--- src/rtl/waveform_pkg.sv ---
// Shared waveform mode encoding for the waveform generator and its bench.
package waveform_pkg;

    typedef enum logic [1:0] {
        MODE_RAMP   = 2'd0,
        MODE_TRI    = 2'd1,
        MODE_SQUARE = 2'd2,
        MODE_SINE   = 2'd3
    } mode_e;

endpackage

--- src/rtl/sine_quarter_rom.sv ---
// Combinational quarter-wave sine magnitude table, filled at elaboration time.
module sine_quarter_rom #(
    parameter int DATA_W = 8,
    parameter int LUT_AW = 6
) (
    input  logic [LUT_AW-1:0] i_addr,
    output logic [DATA_W-1:0] o_mag
);

    localparam int  DEPTH = 2 ** LUT_AW;
    localparam real PI    = 3.14159265358979323846;
    localparam real AMP   = (2.0 ** (DATA_W - 1)) - 1.0;

    logic [DATA_W-1:0] lut_w [DEPTH];

    // Entries are non-negative, so adding 0.5 before truncation rounds to nearest.
    for (genvar k = 0; k < DEPTH; k++) begin : g_lut
        localparam int MAG = $rtoi(AMP * $sin(PI / 2.0 * (k * 1.0) / (DEPTH * 1.0)) + 0.5);
        assign lut_w[k] = DATA_W'(MAG);
    end

    assign o_mag = lut_w[i_addr];

endmodule

--- src/rtl/waveform_generator.sv ---
// Phase-accumulator waveform source producing ramp, triangle, square or sine
// samples with a valid strobe and an end-of-period marker.
module waveform_generator
    import waveform_pkg::*;
#(
    parameter int DATA_W  = 8,
    parameter int PHASE_W = 16,
    parameter int LUT_AW  = 6
) (
    input  logic               i_clk,
    input  logic               i_rst_n,
    input  logic               i_en,
    input  logic               i_phase_clr,
    input  logic [1:0]         i_mode,
    input  logic [PHASE_W-1:0] i_step,
    output logic [DATA_W-1:0]  o_sample,
    output logic               o_valid,
    output logic               o_wrap
);

    localparam logic [DATA_W-1:0] MID      = {1'b1, {(DATA_W-1){1'b0}}};
    localparam logic [DATA_W-1:0] FULL     = {DATA_W{1'b1}};

    logic [PHASE_W-1:0] phase_q, phase_d;
    logic [DATA_W-1:0]  sample_q, sample_d;
    logic               valid_q, valid_d;
    logic               wrap_q, wrap_d;

    logic [PHASE_W:0]   sum_w;
    logic               msb_w;
    logic               quad_odd_w;
    logic [DATA_W-1:0]  tri_r_w;
    logic [LUT_AW-1:0]  idx_w;
    logic [DATA_W-1:0]  mag_w;
    logic [DATA_W-1:0]  wave_w;

    assign sum_w      = {1'b0, phase_q} + {1'b0, i_step};
    assign msb_w      = phase_q[PHASE_W-1];
    assign quad_odd_w = phase_q[PHASE_W-2];
    assign tri_r_w    = phase_q[PHASE_W-2 -: DATA_W];
    // Odd quadrants walk the quarter table backwards to mirror the sine slope.
    assign idx_w      = quad_odd_w ? ~phase_q[PHASE_W-3 -: LUT_AW]
                                   :  phase_q[PHASE_W-3 -: LUT_AW];

    sine_quarter_rom #(
        .DATA_W (DATA_W),
        .LUT_AW (LUT_AW)
    ) u_rom (
        .i_addr (idx_w),
        .o_mag  (mag_w)
    );

    always_comb begin
        wave_w = phase_q[PHASE_W-1 -: DATA_W];
        case (mode_e'(i_mode))
            MODE_RAMP:   wave_w = phase_q[PHASE_W-1 -: DATA_W];
            MODE_TRI:    wave_w = msb_w ? ~tri_r_w : tri_r_w;
            MODE_SQUARE: wave_w = msb_w ? '0 : FULL;
            MODE_SINE:   wave_w = msb_w ? (MID - mag_w) : (MID + mag_w);
            default:     wave_w = phase_q[PHASE_W-1 -: DATA_W];
        endcase
    end

    always_comb begin
        phase_d  = phase_q;
        sample_d = sample_q;
        valid_d  = 1'b0;
        wrap_d   = 1'b0;
        if (i_phase_clr) begin
            phase_d = '0;
        end else if (i_en) begin
            sample_d = wave_w;
            phase_d  = sum_w[PHASE_W-1:0];
            valid_d  = 1'b1;
            wrap_d   = sum_w[PHASE_W];
        end
    end

    always_ff @(posedge i_clk or negedge i_rst_n) begin
        if (!i_rst_n) begin
            phase_q  <= '0;
            sample_q <= '0;
            valid_q  <= 1'b0;
            wrap_q   <= 1'b0;
        end else begin
            phase_q  <= phase_d;
            sample_q <= sample_d;
            valid_q  <= valid_d;
            wrap_q   <= wrap_d;
        end
    end

    assign o_sample = sample_q;
    assign o_valid  = valid_q;
    assign o_wrap   = wrap_q;

endmodule

--- config.mk ---
export PLATFORM = sky130hd
export DESIGN_NAME = waveform_generator
export DESIGN_NICKNAME = d
export VERILOG_FILES = /design/src/rtl/waveform_pkg.sv /design/src/rtl/sine_quarter_rom.sv /design/src/rtl/waveform_generator.sv
export SDC_FILE = /design/constraint.sdc
export NUM_CORES = 1
export LEC_CHECK = 0
export CAP_MARGIN = 20
export CELL_PAD_IN_SITES_DETAIL_PLACEMENT = 0
export CELL_PAD_IN_SITES_GLOBAL_PLACEMENT = 1
export CORE_MARGIN = 1
export CORE_UTILIZATION = 46
export DETAILED_ROUTE_END_ITERATION = 10
export MAX_ROUTING_LAYER = met4
export PLACE_DENSITY_LB_ADDON = 0.1
export SLEW_MARGIN = 20
export SYNTH_ARGS = -nofsm -noshare
export SYNTH_HDL_FRONTEND = slang
export SYNTH_HIERARCHICAL = 1
export SYNTH_SLANG_ARGS = --single-unit
export TNS_END_PERCENT = 10
--- constraint.sdc ---
create_clock -name i_clk -period 8.4 [get_ports i_clk]
set_input_delay 2.1 -clock i_clk [delete_from_list [all_inputs] [get_ports i_clk]]
set_output_delay 2.1 -clock i_clk [all_outputs]
set_load 0.01 [all_outputs]
* Yosys cells after proc, flatten, opt, wreduce, memory -nomap -nowiden *
Memory sizes are Yosys's and may differ from the RTL's.
Cells that the tools add are included.

storage, ports and cells
  flip-flop bits (word level) = 26
  memory bits (read-only) = 512
  output and inout port bits = 10
  memories kept = 1

cells by class
  $add $sub $neg = 3
  magnitude comparators = 1
  equal/unequal tests = 3
  mux-type cells = 13
  bitwise gates (word level) = 4
  reductions and logical operators = 3

memory list
  name              depth  width  rd ports  clocked after Yosys merged registers in  write ports  RTL line                source
  (name not given)  64     8      1         0                                        0            sine_quarter_rom.sv:22  assign o_mag = lut_w[i_addr];

operator list
  operator             count
  $mux 8               5
  $mux 16              2
  $pmux 8 s4           1
  $add 16x16->17       1
  $add 8x8->8 const A  1
  $not 8->8            1
  $sub 8x8->8 const A  1
  $ge 7x7->1 const B   1
  $not 6->7            1
  $mux 6               1
  $not 6->6            1
  $eq 2x2->1 const B   2
  $mux 1               4
  $eq 2x1->1 const B   1
  $logic_not 2->1      1
  $reduce_and 2->1     1
  $reduce_bool 2->1    1
  $not 1->1            1

* Depth between registers and ports, before layout *
Gate-level depths: netlist (run 1).

  depth after elaboration = 9
  gate-level depth with buffers = 17
  gate-level depth less buffers = 15

* By module *
The synthesis (run 1) kept the hierarchy.

by module, submodules not included
  module              instances  cells each  area an instance (um^2)  seq. area each (um^2)
  waveform_generator  1          270         2232.1                   650.6
  sine_quarter_rom    1          95          701.9                    0.0

* Worst setup path after synthesis (run 1) *
No wires, ideal clock.

  path type = input port to flip-flop
  start = in i_step[0]
  end = reg phase_q[14]
  library setup time = 126 ps
  data arrival time = 3669 ps
  data required time = 8274 ps
  slack = 4605 ps
  stages on the path = 9
  path buffers = 0
  cells stage by stage = ha_1 -> inv_1 -> fa_1 -> nor2b_1 -> o21ai_1 -> o21a_1 -> o2111ai_1 -> mux2i_1 -> a311o_1

on the way
  cells in the longest elaborated chain, start to end = 3

ends and longest elaborated chain
  what                  RTL line                  source
  start, declared       waveform_generator.sv:15  input logic [PHASE_W-1:0] i_step,
  $add 16x16->17        waveform_generator.sv:37  assign sum_w = {1'b0, phase_q} + {1'b0, i_step};
  $mux 16               waveform_generator.sv:71  end else if (i_en) begin
  $mux 16               waveform_generator.sv:69  if (i_phase_clr) begin
  end signal, assigned  waveform_generator.sv:86  phase_q <= phase_d;
  end, declared         waveform_generator.sv:24  logic [PHASE_W-1:0] phase_q, phase_d;

Every way passes these cells. The select of a mux whose other input is x is not followed.
A chain may end at the register's enable or synchronous reset.

* Worst setup path after layout (run 1) *
  start = reg phase_q[14]
  end = reg sample_q[4] (netlist: o_sample[4])

on the way
  cells in the longest elaborated chain, start to end = 8

ends and longest elaborated chain
  what                                            RTL line                  source
  $mux 6 (*)                                      waveform_generator.sv:42  assign idx_w = quad_odd_w ? ~phase_q[PHASE_W-3 -: LUT_AW]
  named net idx_w[0]                              waveform_generator.sv:33  logic [LUT_AW-1:0] idx_w;
  $not 6->7 (implied by the code) (*)             sine_quarter_rom.sv:22
  $mem_v2 64x8 (*)                                n/a
  $mux 8 (implied by the code) (*) (2 in series)  sine_quarter_rom.sv:22
  named net mag_w[0]                              waveform_generator.sv:34  logic [DATA_W-1:0] mag_w;
  $add 8x8->8 or $sub 8x8->8 (tied branches)      waveform_generator.sv:59  MODE_SINE: wave_w = msb_w ? (MID - mag_w) : (MID + mag_w);
  $mux 8 (*)                                      waveform_generator.sv:59
  $pmux 8 s4 (*)                                  waveform_generator.sv:55  case (mode_e'(i_mode))
  end signal, assigned                            waveform_generator.sv:87  sample_q <= sample_d;
  end, declared                                   waveform_generator.sv:25  logic [DATA_W-1:0] sample_q, sample_d;

Mark *: on every way through the listed nets, which the timed path passes. The rest lies on a longest branch. The select of a mux whose other input is x is not followed.

==> results of run 1 <==
==> power by group through the flow <==
stage / sequential, µW / combinational [µW] / clock, µW
after floorplan: 169 / 382 / 0
after global placement: 178 / 484 / 0
after detailed placement: 178 / 487 / 0
after CTS: 175 / 489 / 109
after global routing: 179 / 552 / 112
final: 175 / 489 / 106
==> stage by stage <==
stage	power (µW)	setup slack, ps	utilization	instance area (µm²)	cells
6_report	770.9	4123	0.5498	3313	454
5_1_grt	843.4	3700	0.5498	3313	454
4_1_cts	773.2	4094	0.5498	3313	454
3_5_place_dp	665.0	3943	0.5380	3242	450
3_3_place_gp	661.9	3959	0.5380	3242	450
2_1_floorplan	550.8	4605	-	2934	365
==> flip-flops by register name, summed over array words and instances, names as in the netlist <==
register,count
o_sample,8
o_wrap,1
phase_q,16
o_valid,1
==> layout make-up <==
class | count | area, µm² | area share
Clock buffer | 3 | 41.29 | 0.01246
Clock inverter | 1 | 30.03 | 0.009063
Inverter | 20 | 75.07 | 0.02266
Multi-Input combinational cell | 292 | 2067 | 0.6239
Sequential cell | 26 | 650.6 | 0.1964
Tap cell | 75 | 93.84 | 0.02832
Timing Repair Buffer | 37 | 355.3 | 0.1073
==> cell usage in the layout (no fill, tap or decap), types with 11 or more instances in the layout <==
cell,n
a21oi_1,28
clkdlybuf4s50_1,31
dfrtp_1,26
ha_1,25
inv_1,18
mux2i_1,11
nand2_1,35
nor2_1,21
o21ai_0,27
xnor2_1,12
xor2_1,11
==> metal layers <==
metal,part of all wire,global-route usage,vias to the layer above
met1,0.46,0.3076,1281
met2,0.50,0.4000,45
met5,0,-,-
li1,-,-,1367
met4,0.014,0.07719,0
met3,0.022,0.01778,8
==> cell families (layout without fill, tap and decap cells) <==
| logic type | after synthesis | after routing | share of synthesized area |
|---|---|---|---|
| buffers and inverters | 47 | 61 | 0.07377 |
| flip-flops | 26 | 26 | 0.2217 |
| AO/OA/AOI/OAI | 117 | 117 | 0.2610 |
| other | 1 | 1 | 0.001278 |
| adder cells (fa/ha/maj) | 26 | 26 | 0.1134 |
| AND/OR/NAND/NOR | 108 | 108 | 0.1855 |
| XOR/XNOR | 23 | 23 | 0.06866 |
| multiplexers | 17 | 17 | 0.07463 |
==> worst paths after layout <==
path	from	to	slack (ps)	cells after the start
setup / recovery	phase_q[14]	o_sample[4]	4120	15
hold / removal	o_sample[6]	o_sample[6]	490	2
setup reg to reg	phase_q[14]	o_sample[4]	4120	15
hold reg to reg	o_sample[6]	o_sample[6]	490	2
max in group asynchronous	i_rst_n	phase_q[10]	5940	2
min in group asynchronous	i_rst_n	phase_q[6]	2190	2
==> critical path: stages (launching register included) <==
cell,delay [ps]
dfrtp_1,610
xor2_1,640
inv_1,250
ha_1,500
inv_1,60
mux4_1,490
mux2i_1,130
mux2_2,210
inv_1,50
ha_1,200
or3b_2,240
a21oi_1,80
nand2_1,100
o21ai_0,90
a2111oi_0,450
a21o_1,120
==> summary.txt, run 1 <==
Pwr
  – Sw Share: 0.4454
  – Clock power frac: 0.138
  – Worst VDD drop: 0.09651 mV
  – Gate power share: 0.635
  – Leak pwr: 0.001463 µW
  – Reg power frac: 0.227
  – NetSw: 343.3 µW
  – Pwr/cell area: about 230 nW/µm²
  – Int Pwr: 427.6 µW

Timing
  – Finish-stage setup viols: 0
  – Relative slew slack: 0.4077
  – Worst-margin pin slew: 888.4 ps
  – Total Neg Setup Slack: 0 ps
  – Achievable clock frequency: 233.8 MHz
  – RSZ-0062 raised after global routing: no
  – Period utilisation layout: 0.5092
  – Worst Clk Skew: about 13 ps
  – Hold Vio Cnt, Final: 0
  – Worst hold slack: 490.8 ps
  – Post-layout minimum cycle time: 4277 ps
  – Final Max Slew Viols: 0

Global route
  – Initial antenna violation count: 0
  – Overflow after GRT: 0
  – Largest net degree at the start of global routing: 30
  – First-pass GRT wire length: between 10000 and 15000 µm
  – GRT Util Overall: 0.2400
  – Vias in the first global route: 2576

Logic synthesis
  – Cell taking the most area after synthesis: dfrtp_1
  – Netlist cell types: 67
  – Synth warnings: 6
  – Top_reg_cell synth: dfrtp_1
  – Post-synthesis cell area: 2934 µm²
  – Syn nets: 413
  – Synth area leaders: dfrtp_1 22%, ha_1 11%, a21oi_1 4.8%
  – Sequential fraction of the synthesis area: 0.2217
  – Avg Cell Area, Syn: 8.039 µm²
  – Seq cells post-synth: 26
  – Most common cell in the netlist: nand2_1
  – EDFF count, synth: 0
  – Synth top cells by count: 35 x nand2_1, 28 x a21oi_1, 27 x o21ai_0, 26 x dfrtp_1, 25 x ha_1
  – Share of the synthesized area in the top cell type: 0.2217
  – Synthesized instance count: 365
  – Share of flip-flops with an asynchronous set or reset: 1.000

Detailed routing
  – DRC violations left: 0
  – Starting DRT DRC Count: 88
  – Antenna Nets Post-Route: 0
  – Via Count: 2701
  – Via/cell ratio: 5.949
  – Average wire per standard cell: 15.80 µm
  – 1st-pass router iterations: 4
  – Total wire length: 7171 µm

Clock tree
  – CTS tree: yes
  – Max Root-Sink Buffers: 2
  – Total CTS buffers: 3
  – # clock sinks: 26
  – H-tree Lvls: 1
  – CTS Hold Bufs: 0
  – Post-cts resize count: 0
  – Clk root buf: clkbuf_8
  – Post-CTS Setup Inserts: 0
  – Clk pin slew, worst setup/hold paths: about 100 ps
  – Clock Latency Late Sink: 280 ps

Die
  – Rows: 28
  – Initial Util: 0.4869
  – Die ar.: about 6700 µm²
  – I/O pins: 32
  – Die span in x: just over 80 µm
  – Die Span Y: 81.87 µm
  – Core area: 6026 µm²

Place
  – HPWL after DPL: about 5300 µm
  – GPL Wtd Cong: roughly 0.86
  – Number of buffers added on ports: 31

Cells and area
  – Nets: 428
  – Area grow syn2layout: 12.92%
  – FILL cells: 587
  – Share of post-route cells with drive strength above 1: 0.05805
  – Ant. Diodes: 0

Hold path
  – Tightest Hold Check Type: reg2reg

Worst setup path
  – Setup CP Type: reg2reg
  – Worst Path Max Fanout: 10
  – CP startpoint kind: flop
  – Critical Path AT: 4510 ps
  – Critical path endpoint category: flop
  – CP required: 8630 ps

Run status
  – Status: complete, no violations

Job
  – Max_cap viols: 0
(Power assumes the default switching activity.)
==> run 2, diff against run 1 <==
CORE_UTILIZATION = 43   (was 46)
clock period = 4 ns   (was 8.4 ns; I/O delays follow)
==> summary.txt, run 2 (synthesis gave the netlist of run 1 again) <==
Clock tree
  – CTS tree: yes (unchanged)
  – # clock sinks: 26 (unchanged)
  – H-tree Lvls: 1 (unchanged)
  – Clock Latency Late Sink: 270 ps (was 280 ps)
  – Clk pin slew, worst setup/hold paths: 90 ps (was 100 ps)
  – Max Root-Sink Buffers: 2 (unchanged)
  – Total CTS buffers: 3 (unchanged)
  – Clk root buf: clkbuf_8 (unchanged)

Timing
  – RSZ-0062 raised after global routing: no (unchanged)
  – Period utilisation layout: 0.8848 (was 0.5092)
  – Worst-margin pin slew: 828.0 ps (was 888.4 ps)
  – Hold Vio Cnt, Final: 0 (unchanged)
  – Post-layout minimum cycle time: 3539 ps (was 4277 ps)
  – Relative slew slack: 0.4480 (was 0.4077)
  – Finish-stage setup viols: 0 (unchanged)
  – Achievable clock frequency: 282.5 MHz (was 233.8 MHz)
  – Worst Clk Skew: 1.760 ps (was 13.37 ps)
  – Worst setup margin: 460.6 ps (was 4123 ps)
  – Total Neg Setup Slack: 0 ps (unchanged)
  – Final Max Slew Viols: 0 (unchanged)

Hold path
  – Tightest Hold Check Type: reg2reg (unchanged)
  – Hold Path Stages: 2 (unchanged)

Detailed routing
  – Average wire per standard cell: 15.68 µm (was 15.80 µm)
  – DRC violations left: 0 (unchanged)
  – 1st-pass router iterations: 4 (unchanged)
  – Starting DRT DRC Count: 76 (was 88)
  – Via/cell ratio: 5.873 (was 5.949)
  – Total wire length: 7276 µm (was 7171 µm)
  – Antenna Nets Post-Route: 0 (unchanged)
  – Via Count: 2725 (was 2701)

Global route
  – GRT Util Overall: 0.2243 (was 0.2400)
  – Vias in the first global route: 2660 (was 2576)
  – Largest net degree at the start of global routing: 27 (was 30)
  – First-pass GRT wire length: 12720 µm (was 12220 µm)
  – Initial antenna violation count: 0 (unchanged)
  – Overflow after GRT: 0 (unchanged)

Worst setup path
  – CP startpoint kind: flop (unchanged)
  – Critical path endpoint category: flop (unchanged)
  – Worst Path Max Fanout: 10 (unchanged)
  – Setup CP Type: reg2reg (unchanged)
  – CP required: 4220 ps (was 8630 ps)
  – R2R cell count: 15 (unchanged)
  – Critical Path AT: 3760 ps (was 4510 ps)

Place
  – Number of buffers added on ports: 31 (unchanged)
  – Area after DPL: 3304 µm² (was 3242 µm²)
  – HPWL after DPL: 5572 µm (was 5296 µm)
  – Place WS: 396.4 ps (was 3943 ps)
  – GPL Wtd Cong: 0.9172 (was 0.8629)

Pwr
  – Worst VDD drop: 0.1838 mV (was 0.09651 mV)
  – Leak pwr: 0.001501 µW (was 0.001463 µW)
  – Pwr/cell area: 483.3 nW/µm² (was 232.7 nW/µm²)

Die
  – Die span in x: 84.61 µm (was 81.87 µm)
  – I/O pins: 32 (unchanged)
  – Die ar.: 7158 µm² (was 6702 µm²)
  – Core area: 6459 µm² (was 6026 µm²)
  – Die Span Y: 84.61 µm (was 81.87 µm)
  – Rows: 29 (was 28)
  – Initial Util: 0.4543 (was 0.4869)

Cells and area
  – Nets: 436 (was 428)
  – Multi-input logic area: 2067 µm² (unchanged)
  – Max reg flops: 16 (unchanged)
  – Share of post-route cells with drive strength above 1: 0.08010 (was 0.05805)
  – Area grow syn2layout: 15.10% (was 12.92%)
  – Ant. Diodes: 0 (unchanged)
  – Final instance area: 3377 µm² (was 3313 µm²)
  – FF/Latch Area: 651.9 µm² (was 650.6 µm²)
  – Most common cell after layout, fill and taps aside: nand2_1 (unchanged)
  – Reg with most FFs: phase_q (unchanged)
  – FILL cells: 660 (was 587)
  – Most frequent cells in the layout: 35 x nand2_1, 31 x clkdlybuf4s50_1, 28 x a21oi_1 (unchanged)
  – Final core utilization: 0.5229 (was 0.5498)

Job
  – Max_cap viols: 0 (unchanged)

Run status
  – Status: complete, no violations (unchanged)
==> run 2: cell count changes in the layout (fill, tap and decap cells not counted) <==
cell,delta
dfrtp_1,-1
buf_4,+8
dfrtp_2,+1
==> run 2: critical path, cell delays in order (launching register included) <==
cell and delay, ps:
dfrtp_2 510, xor2_1 230, inv_2 120, ha_1 430
inv_1 60, mux4_1 480, mux2i_1 120, mux2_2 200
inv_1 50, ha_1 210, or3b_2 240, a21oi_1 70
nand2_1 100, o21ai_0 90, a2111oi_0 460, a21o_1 130
==> run 2: report_power, final <==
group	switching [µW]	internal (µW)	leakage (µW)
Sequential	55.6	308	0.000336
Combinational	578	471	0.00113
Clock	85.8	134	0.0000357
==> run 2: routing by layer <==
| metal | up-vias | GRT usage | wire [µm] |
|---|---|---|---|
| met5 | - | - | 0 |
| met2 | 47 | 0.3681 | 3422 |
| li1 | 1389 | - | - |
| met1 | 1285 | 0.3020 | 3650 |
| met4 | 0 | 0.05393 | 48 |
| met3 | 4 | 0.01672 | 155 |
==> run 2: timing repair <==
item,CTS,global route
hold buffers,0,0
gates resized for setup,0,1
endpoints found under the setup margin,0,1
buffers inserted,0,0
==> run 2: path summary, 6_finish.rpt <==
| kind | slack [ps] | from | endpoint |
|---|---|---|---|
| worst min-delay path | 490 | o_sample[5] | o_sample[5] |
| worst max-delay path | 460 | phase_q[14] | o_sample[4] |
| min in group asynchronous | 1080 | i_rst_n | phase_q[12] |
| max in group asynchronous | 2640 | i_rst_n | phase_q[14] |
| worst max register to register | 460 | phase_q[14] | o_sample[4] |
| worst min register to register | 490 | o_sample[5] | o_sample[5] |
==> run 2: layout make-up <==
class / instances / share of cell area
inverters: 20 / 0.02223
multi-input cells: 292 / 0.6121
clock buffers: 3 / 0.01223
well taps: 77 / 0.02853
repair buffers: 45 / 0.1230
clock inverters: 1 / 0.008892
flip-flops and latches: 26 / 0.1930
==> run 2: metrics by stage <==
step	power [µW]	hold WS, ps	std cells
6_report	1632	486.1	464
5_1_grt	1792	522.3	464
4_1_cts	1637	494.7	464
3_5_place_dp	1410	469.2	460
3_3_place_gp	1405	470.0	460
2_1_floorplan	1157	490.6	365
==> run 3, diff against run 2 <==
CORE_MARGIN = unset   (was 1)
==> results of run 3 <==
Same layout as run 2: the final DEF is identical, and so are final timing and power.
